`config.mk`:
```
export PLATFORM = sky130hd
export DESIGN_NAME = fp_mult_pipe
export DESIGN_NICKNAME = d
export VERILOG_FILES = /design/src/rtl/fp_pkg.sv /design/src/rtl/fp_round_rne.sv /design/src/rtl/fp_mult_pipe.sv
export SDC_FILE = /design/constraint.sdc
export NUM_CORES = 2
export LEC_CHECK = 0
export BUFFER_PORTS_ARGS = -buffer_cell sky130_fd_sc_hd__buf_4
export CAP_MARGIN = 20
export CORE_MARGIN = 2
export CORE_UTILIZATION = 45
export DETAILED_ROUTE_END_ITERATION = 7
export GPL_ROUTABILITY_DRIVEN = 0
export PLACE_DENSITY = 0.73
export SETUP_SLACK_MARGIN = 0.2
export SYNTH_ARGS = -nofsm -noshare
export SYNTH_HDL_FRONTEND = slang
export SYNTH_HIERARCHICAL = 1
export SYNTH_SLANG_ARGS = --single-unit
```
`constraint.sdc`:
```
create_clock -name clk -period 2.7 [get_ports clk]
set_input_delay 0.135 -clock clk [delete_from_list [all_inputs] [get_ports clk]]
set_output_delay 0.135 -clock clk [all_outputs]
set_load 0.02 [all_outputs]
```
`src/rtl/fp_pkg.sv`:
```
// Shared definitions for the floating-point datapath.
// Holds the default field widths, the exponent-bias helper, the operand-class
// enum, the exception-flag bit positions and the canonical quiet-NaN builder.
package fp_pkg;

  // Default IEEE single-precision field widths.
  localparam int DEF_EXP_W = 8;
  localparam int DEF_MAN_W = 23;

  // Widest packed format the helper functions can build.
  localparam int MAX_FP_W = 64;

  // Operand classification used by the special-value selection.
  typedef enum logic [1:0] {
    ZERO,
    NORM,
    INF,
    NAN
  } opClass_t;

  // Bit positions inside the 4-bit exception flag vector.
  localparam int INVALID   = 3;
  localparam int OVERFLOW  = 2;
  localparam int UNDERFLOW = 1;
  localparam int INEXACT   = 0;

  // Exponent bias for a given exponent width: 2^(expW-1)-1.
  function automatic int calcBias(input int expW);
    return (1 << (expW - 1)) - 1;
  endfunction

  // Canonical quiet NaN: sign 0, exponent all ones, fraction MSB set.
  // Built right-aligned in a MAX_FP_W vector; callers keep the low bits.
  function automatic logic [MAX_FP_W-1:0] canonicalNan(input int expW, input int manW);
    return (((MAX_FP_W'(1) << expW) - MAX_FP_W'(1)) << manW) | (MAX_FP_W'(1) << (manW - 1));
  endfunction

endpackage

```
`src/rtl/fp_round_rne.sv`:
```
// Round-to-nearest-even for a normalised product.
// Ports:
//   normFrac   - product bits below the (already dropped) leading one
//   expIn      - signed exponent of the normalised product
//   fracOut    - rounded MAN_W-bit fraction
//   expOut     - exponent, incremented when rounding carries out
//   inexactRaw - any discarded bit was set (guard or sticky)
module fp_round_rne
  import fp_pkg::*;
#(
  parameter int EXP_W = DEF_EXP_W,
  parameter int MAN_W = DEF_MAN_W
) (
  input  logic [2*(MAN_W+1)-2:0]   normFrac,
  input  logic signed [EXP_W+1:0]  expIn,
  output logic [MAN_W-1:0]         fracOut,
  output logic signed [EXP_W+1:0]  expOut,
  output logic                     inexactRaw
);

  localparam int FRAC_TOP = 2 * (MAN_W + 1) - 2;

  logic [MAN_W-1:0] fracTrunc;
  logic             guardBit;
  logic             stickyBit;
  logic             roundUp;
  logic [MAN_W:0]   fracSum;

  // Split the fraction into kept bits, the guard bit and the sticky OR of
  // everything below it, then round up on ties only when the kept LSB is odd.
  // A carry out of the fraction leaves the low bits zero and bumps the exponent.
  assign fracTrunc  = normFrac[FRAC_TOP -: MAN_W];
  assign guardBit   = normFrac[FRAC_TOP-MAN_W];
  assign stickyBit  = |normFrac[FRAC_TOP-MAN_W-1:0];
  assign roundUp    = guardBit & (stickyBit | fracTrunc[0]);
  assign fracSum    = {1'b0, fracTrunc} + {{MAN_W{1'b0}}, roundUp};
  assign fracOut    = fracSum[MAN_W-1:0];
  assign expOut     = expIn + (EXP_W+2)'(fracSum[MAN_W]);
  assign inexactRaw = guardBit | stickyBit;

endmodule

```
`src/rtl/fp_mult_pipe.sv`:
```
// Three-stage pipelined floating-point multiplier with RNE rounding,
// special-value handling, FTZ/DAZ and overflow-to-infinity.
// Ports:
//   clk, rst_n          - clock and asynchronous active-low reset
//   in_valid, in_ready  - operand handshake
//   a, b                - operands {sign, exp, frac}
//   out_valid, out_ready- result handshake
//   result, flags       - product and {invalid, overflow, underflow, inexact}
module fp_mult_pipe
  import fp_pkg::*;
#(
  parameter int EXP_W = DEF_EXP_W,
  parameter int MAN_W = DEF_MAN_W
) (
  input  logic                   clk,
  input  logic                   rst_n,
  input  logic                   in_valid,
  output logic                   in_ready,
  input  logic [EXP_W+MAN_W:0]   a,
  input  logic [EXP_W+MAN_W:0]   b,
  output logic                   out_valid,
  input  logic                   out_ready,
  output logic [EXP_W+MAN_W:0]   result,
  output logic [3:0]             flags
);

  localparam int W      = 1 + EXP_W + MAN_W;
  localparam int SIG_W  = MAN_W + 1;
  localparam int PROD_W = 2 * SIG_W;
  localparam int EXPS_W = EXP_W + 2;
  localparam int BIAS   = calcBias(EXP_W);

  localparam logic [MAX_FP_W-1:0]      QNAN_FULL = canonicalNan(EXP_W, MAN_W);
  localparam logic [W-1:0]             QNAN      = QNAN_FULL[W-1:0];
  localparam logic [EXP_W-1:0]         EXP_ONES  = '1;
  localparam logic signed [EXPS_W-1:0] EXP_INF   = EXPS_W'((1 << EXP_W) - 1);
  localparam logic signed [EXPS_W-1:0] EXP_ZERO  = '0;
  localparam logic signed [EXPS_W-1:0] BIAS_S    = EXPS_W'(BIAS);

  logic adv;

  logic                     s1Valid, s1Sign;
  opClass_t                 s1ClassA, s1ClassB;
  logic [PROD_W-1:0]        s1Prod;
  logic signed [EXPS_W-1:0] s1Exp;

  logic                     s2Valid, s2Sign;
  opClass_t                 s2ClassA, s2ClassB;
  logic [MAN_W-1:0]         s2Frac;
  logic signed [EXPS_W-1:0] s2Exp;
  logic                     s2Inexact;

  opClass_t                 classA, classB;
  logic [PROD_W-1:0]        prodNext;
  logic signed [EXPS_W-1:0] expSumNext;
  logic [PROD_W-2:0]        normFrac;
  logic signed [EXPS_W-1:0] normExp;
  logic [MAN_W-1:0]         rndFrac;
  logic signed [EXPS_W-1:0] rndExp;
  logic                     rndInexact;
  logic [W-1:0]             resNext;
  logic [3:0]               flagsNext;
  logic                     anyNan, anyInf, anyZero;

  function automatic opClass_t classify(input logic [EXP_W-1:0] e, input logic [MAN_W-1:0] f);
    if (e == '0) return ZERO;
    if (e == EXP_ONES) return (f == '0) ? INF : NAN;
    return NORM;
  endfunction

  // A single advance signal stalls the whole pipeline whenever the output
  // register holds a result nobody has taken yet; bubbles are not collapsed.
  assign adv      = !out_valid || out_ready;
  assign in_ready = adv;

  // Stage 1 combinational work: classify (denormals fold into ZERO), multiply
  // the significands with hidden ones and form the widened signed exponent.
  assign classA     = classify(a[W-2 -: EXP_W], a[MAN_W-1:0]);
  assign classB     = classify(b[W-2 -: EXP_W], b[MAN_W-1:0]);
  assign prodNext   = PROD_W'({1'b1, a[MAN_W-1:0]}) * PROD_W'({1'b1, b[MAN_W-1:0]});
  assign expSumNext = $signed({2'b00, a[W-2 -: EXP_W]}) + $signed({2'b00, b[W-2 -: EXP_W]}) - BIAS_S;

  // Stage 1 register: capture the unpacked operands and raw product.
  always_ff @(posedge clk or negedge rst_n) begin
    if (!rst_n) begin
      s1Valid  <= 1'b0;
      s1Sign   <= 1'b0;
      s1ClassA <= ZERO;
      s1ClassB <= ZERO;
      s1Prod   <= '0;
      s1Exp    <= '0;
    end else if (adv) begin
      s1Valid  <= in_valid;
      s1Sign   <= a[W-1] ^ b[W-1];
      s1ClassA <= classA;
      s1ClassB <= classB;
      s1Prod   <= prodNext;
      s1Exp    <= expSumNext;
    end
  end

  // Normalise: the product of two [1,2) significands lies in [1,4); when it
  // reaches 2 the top bit is the leading one, otherwise the next bit is.
  // The leading one itself is dropped before rounding.
  assign normFrac = s1Prod[PROD_W-1] ? s1Prod[PROD_W-2:0] : {s1Prod[PROD_W-3:0], 1'b0};
  assign normExp  = s1Exp + (s1Prod[PROD_W-1] ? EXPS_W'(1) : EXPS_W'(0));

  fp_round_rne #(
    .EXP_W(EXP_W),
    .MAN_W(MAN_W)
  ) uRound (
    .normFrac  (normFrac),
    .expIn     (normExp),
    .fracOut   (rndFrac),
    .expOut    (rndExp),
    .inexactRaw(rndInexact)
  );

  // Stage 2 register: rounded fraction and exponent plus operand classes.
  always_ff @(posedge clk or negedge rst_n) begin
    if (!rst_n) begin
      s2Valid   <= 1'b0;
      s2Sign    <= 1'b0;
      s2ClassA  <= ZERO;
      s2ClassB  <= ZERO;
      s2Frac    <= '0;
      s2Exp     <= '0;
      s2Inexact <= 1'b0;
    end else if (adv) begin
      s2Valid   <= s1Valid;
      s2Sign    <= s1Sign;
      s2ClassA  <= s1ClassA;
      s2ClassB  <= s1ClassB;
      s2Frac    <= rndFrac;
      s2Exp     <= rndExp;
      s2Inexact <= rndInexact;
    end
  end

  assign anyNan  = (s2ClassA == NAN)  || (s2ClassB == NAN);
  assign anyInf  = (s2ClassA == INF)  || (s2ClassB == INF);
  assign anyZero = (s2ClassA == ZERO) || (s2ClassB == ZERO);

  // Stage 3 selection in priority order: invalid operations, infinities,
  // zeros, exponent overflow to infinity, flush-to-zero, then the normal result.
  always_comb begin
    resNext            = {s2Sign, s2Exp[EXP_W-1:0], s2Frac};
    flagsNext          = '0;
    flagsNext[INEXACT] = s2Inexact;
    if (anyNan || (anyInf && anyZero)) begin
      resNext            = QNAN;
      flagsNext          = '0;
      flagsNext[INVALID] = 1'b1;
    end else if (anyInf) begin
      resNext   = {s2Sign, EXP_ONES, {MAN_W{1'b0}}};
      flagsNext = '0;
    end else if (anyZero) begin
      resNext   = {s2Sign, {(W-1){1'b0}}};
      flagsNext = '0;
    end else if (s2Exp >= EXP_INF) begin
      resNext             = {s2Sign, EXP_ONES, {MAN_W{1'b0}}};
      flagsNext           = '0;
      flagsNext[OVERFLOW] = 1'b1;
      flagsNext[INEXACT]  = 1'b1;
    end else if (s2Exp <= EXP_ZERO) begin
      resNext              = {s2Sign, {(W-1){1'b0}}};
      flagsNext            = '0;
      flagsNext[UNDERFLOW] = 1'b1;
      flagsNext[INEXACT]   = 1'b1;
    end
  end

  // Output register: result and flags are forced to zero on bubbles so the
  // flags never show stale values while out_valid is low.
  always_ff @(posedge clk or negedge rst_n) begin
    if (!rst_n) begin
      out_valid <= 1'b0;
      result    <= '0;
      flags     <= '0;
    end else if (adv) begin
      out_valid <= s2Valid;
      result    <= s2Valid ? resNext : '0;
      flags     <= s2Valid ? flagsNext : '0;
    end
  end

endmodule

```
==> results.md <==
- The via count of the first global-routing pass came to 23,100.
- The cell that appears most often on the critical path is fa_1.
- For the worst flop-to-flop path, the logic depth is 13.
- Setup total negative slack on the finished layout was measured at -113.08 ns.
- The largest fanout on the critical path is 10.
- The fraction of synthesized cell area taken by the top area cell type is 37.0%.
- The termination of the worst setup path is s1Prod[36].
- The net count of the finished layout is around 4,100.
- The Yosys warning count is 6.
- The startpoint-to-endpoint class of the critical path is input pin to flip-flop.
- Setup repair after global routing could not meet its margin everywhere.
- The global-route met2 utilization is 44.1%.
- Entering global routing, the biggest net connects 126 pins.
- The number of hold-slack violations in the final timing report is 0.
- The class of the most critical hold timing path is input pin to flip-flop.
- Clock skew on the completed layout was measured at approximately 0.010 ns.
- The number of violations reported at the end of detailed-routing iteration 0 is 1,478.
- The element type at the critical path end is a flip-flop.
- The maximum cell stage delay along the critical path is 0.58 ns.
- The die covers roughly 0.06 sq mm.
- Leaving out fill and tap cells, the most frequent cell in the layout is inv_1.
- The number of antenna violations at the first check in global routing came to 0.
- The floorplan step set the die width to 245 um.
- The global routing met1 resource utilization is 31.7%.
- The filler cell count in the final layout is 4,673.
- The reg2reg setup slack is ~0.18 ns.
- The most congested layer reported by global routing is met2.
- After clock tree synthesis, the clock-pin slew on the worst setup and hold paths is 0.07 ns.
- Each instance of the synthesized netlist takes up on average 8.87 sq um.
- The DRC violations left is 0.
- The most critical setup path has its startpoint at a[12].
- Yosys mapped the design onto 69 distinct sky130hd cell types.
- After synthesis, the largest family of logic cells by area is adder cells.
- The later pin in the worst-skew pair is clocked with a latency of around 0.42 ns.
- The wire length of the first global-routing pass is 118,000 um.
- The initial utilization of the core area, before any placement, comes to 45.4%.
- The combined area of all synthesized cells is between 0.02 and 0.03 sq mm.
- The vias after detailed routing is 21,700.
- The number of iterations in the first detailed-routing pass is 7.
- In this run, CTS created clock tree buffers numbering 17.
- The number of setup violations in the final report is between 40 and 50.
- Max-cap violations in this run came to 0.
- Hold timing on the final database bottoms out at a slack of 0.0435 ns.
- The TritonCTS clock tree is built.
- The run finished, with violations left.
- 106 I/O pins were placed.
- In this run, synthesis inferred 0 flip-flops with an integrated enable.
- The data arrival time at the worst-slack endpoint is 6.24 ns.
- The count of nets left with antenna violations once routing finished came out at 0.
- The fraction of the core area covered by cells at the end of the flow is 58.4%.
- The final reports fail on negative setup slack.
- The level count of the clock H-tree is 4.
- The post-route minimum period is ~6 ns.
- The core region is 0.0576 sq mm.
- Global routing used 24.9% of the available tracks across all layers.
- In the final layout, the share of cells above drive strength 1 is a little over a quarter.
- The initialized floorplan defines 88 standard-cell rows.
- For the pin with the worst max-slew slack, the measured transition is 0.671 ns.
- The worst pin sits at a relative slew slack of between 50% and 60%.
- Derived from the worst setup path, the maximum achievable clock frequency is 168 MHz.
- The number of nets handed over by synthesis was 3,691.
- The post-synthesis sequential area ratio is a little over an eighth.
- The post-synthesis compound-gate area fraction is between 6 and 7%.
- The parity-gate share of the synthesized area counting xor and xnor cells is 2.75%.
- The fraction of registers with async set/reset is 100%.
- The biggest area consumer among synthesized cells is fa_1.
- The area growth from synthesis to layout is 28.6%.
- The number of pins with negative max-slew slack in the final report was 0.
- Dividing the detail-routed via count by the number of cells gives roughly 5.3.
- The slowest cell on the critical path is fa_1.
- The routed length per placed instance is 18.1 um.
- The post-detailed-placement half-perimeter wirelength is 57,500 um.
- The minimum setup slack in the final design is -3.24 ns.
- The vertical extent of the die is 245 um.
- The repair_antennas step left the layout with diodes totalling 0.
- The buffer depth of the longest clock path is 2.
- The ratio of final minimum period to clock period is 220%.
- The kind of launch point of the worst setup path is an input pin.
- Wires add up to 74,200 um.
- The post-synthesis instance total is 2,947.
- The most used flip-flop cell after synthesis is dfrtp_1.
- In the layout the commonest cells are inv_1, nand2_1, fa_1, buf_4, and2_1.
- The worst register-to-register path ends at s2Exp[9].
- Yosys attributes the largest share of cell area to fa_1, dfrtp_1, ha_1.
- The data required time at the worst endpoint is roughly 3 ns.
- The met3 routing resource usage after global routing is between 2 and 3%.
- The adder-cell share of the synthesized area is a little under half.
- The number of sinks on the clock net is approximately 140.
- The library cell used as clock root buffer is clkbuf_16.
- The portion of synthesized area spent on multiplexers is under 10%.
- In this run the critical register-to-register path is launched from s1Prod[47].
- The number of buffer cells added on primary ports is 105.
- The total congestion overflow after global routing is 0.
- The number of storage elements in the synthesis netlist is around 140.
- The simple-gate share of the synthesized area is between 10% and 20%.
## cell families (layout without fill, tap and decap cells)
family / count (synthesis) / count (layout)
DFF: 141 / 141
muxes: 51 / 51
and+or+nand+nor: 1008 / 1008
buffers and inverters: 732 / 1132
AOI/OAI and AO/OA: 257 / 257
adders and majority gates: 676 / 676
xor gates and xnor gates: 82 / 82
## how the worst min path moves through the flow
| stage | from | to | slack, ns | cells after the start |
|---|---|---|---|---|
| floorplan | rst_n | flags[0] | -0.16 | 0 |
| global placement | rst_n | result[27] | 0.10 | 1 |
| detailed placement | rst_n | result[27] | 0.1 | 1 |
| CTS | a[31] | s1Sign | 0.05 | 3 |
| global route | a[31] | s1Sign | 0.06 | 3 |
| finish | a[31] | s1Sign | 0.04 | 3 |
## worst max-delay path, delay by kind of cell
family          cells  cell delay (ns)
compound gates      3             0.32
xor+xnor            1             0.09
fa+ha+maj           8             3.88
buf+inv             8             0.84
mux                 1             0.26
simple gates        4             0.69
## layer usage
metal / share of wire (%) / wire length, um
met3: 6.0 / 4420
met4: 3.5 / 2560
met2: 51 / 38100
met5: 0 / 0
met1: 39 / 29100
## layout make-up
| cell class | instances | area (sq um) | share of cell area, % |
|---|---|---|---|
| Multi-Input combinational cell | 2074 | 21500 | 63.9 |
| Timing Repair Buffer | 506 | 4720 | 14.0 |
| Sequential cell | 141 | 3530 | 10.5 |
| Inverter | 594 | 2290 | 6.82 |
| Tap cell | 765 | 957 | 2.85 |
| Clock buffer | 17 | 425 | 1.27 |
| Clock inverter | 15 | 214 | 0.637 |
## what timing repair did
item                       in CTS  in global routing
gates resized for setup       211                256
pin swaps                     103                161
hold endpoints to repair       49                  0
setup endpoints to repair      52                 56
setup buffers                  35                 39
hold buffers                    2                  0
cloned                          2                  2
## synth_stat cells (all sizes together) (3+ instances only)
master,n
a2111oi,3
a211oi,5
a21o,24
a21oi,91
a22o,24
a31oi,9
and2,247
and3,14
and4,4
buf,15
clkbuf,123
clkinv,3
dfrtp,141
fa,483
ha,193
inv,591
mux2,47
mux2i,4
nand2,498
nand2b,3
nand3,36
nand4,27
nor2,110
nor2b,8
nor3,17
nor3b,3
nor4,27
o211ai,3
o21a,7
o21ai,54
o21bai,13
o31ai,7
or3,4
or4,3
xnor2,52
xor2,30
## registers in the layout, indices dropped and copies added, names as in the netlist
register   count
s2Inexact      1
s1ClassB       2
s2Frac        23
s1Exp         10
s2ClassA       2
s2ClassB       2
s1Valid        1
flags          4
s1Sign         1
result        32
out_valid      1
s1Prod        48
s2Valid        1
s2Exp         10
s2Sign         1
s1ClassA       2
## metrics by stage
step	std cells	worst slack (ns)	instance area (sq um)
floorplan	2947	-3.25	26800
global placement	4000	-3.62	30400
detailed placement	4000	-3.77	30400
CTS	4071	-3.28	32200
global route	4112	-3.37	33600
finish	4112	-3.24	33600
Power is left out: the tool's default activity adds up to more than one toggle a clock period on the data nets, which glitch-free logic cannot reach.
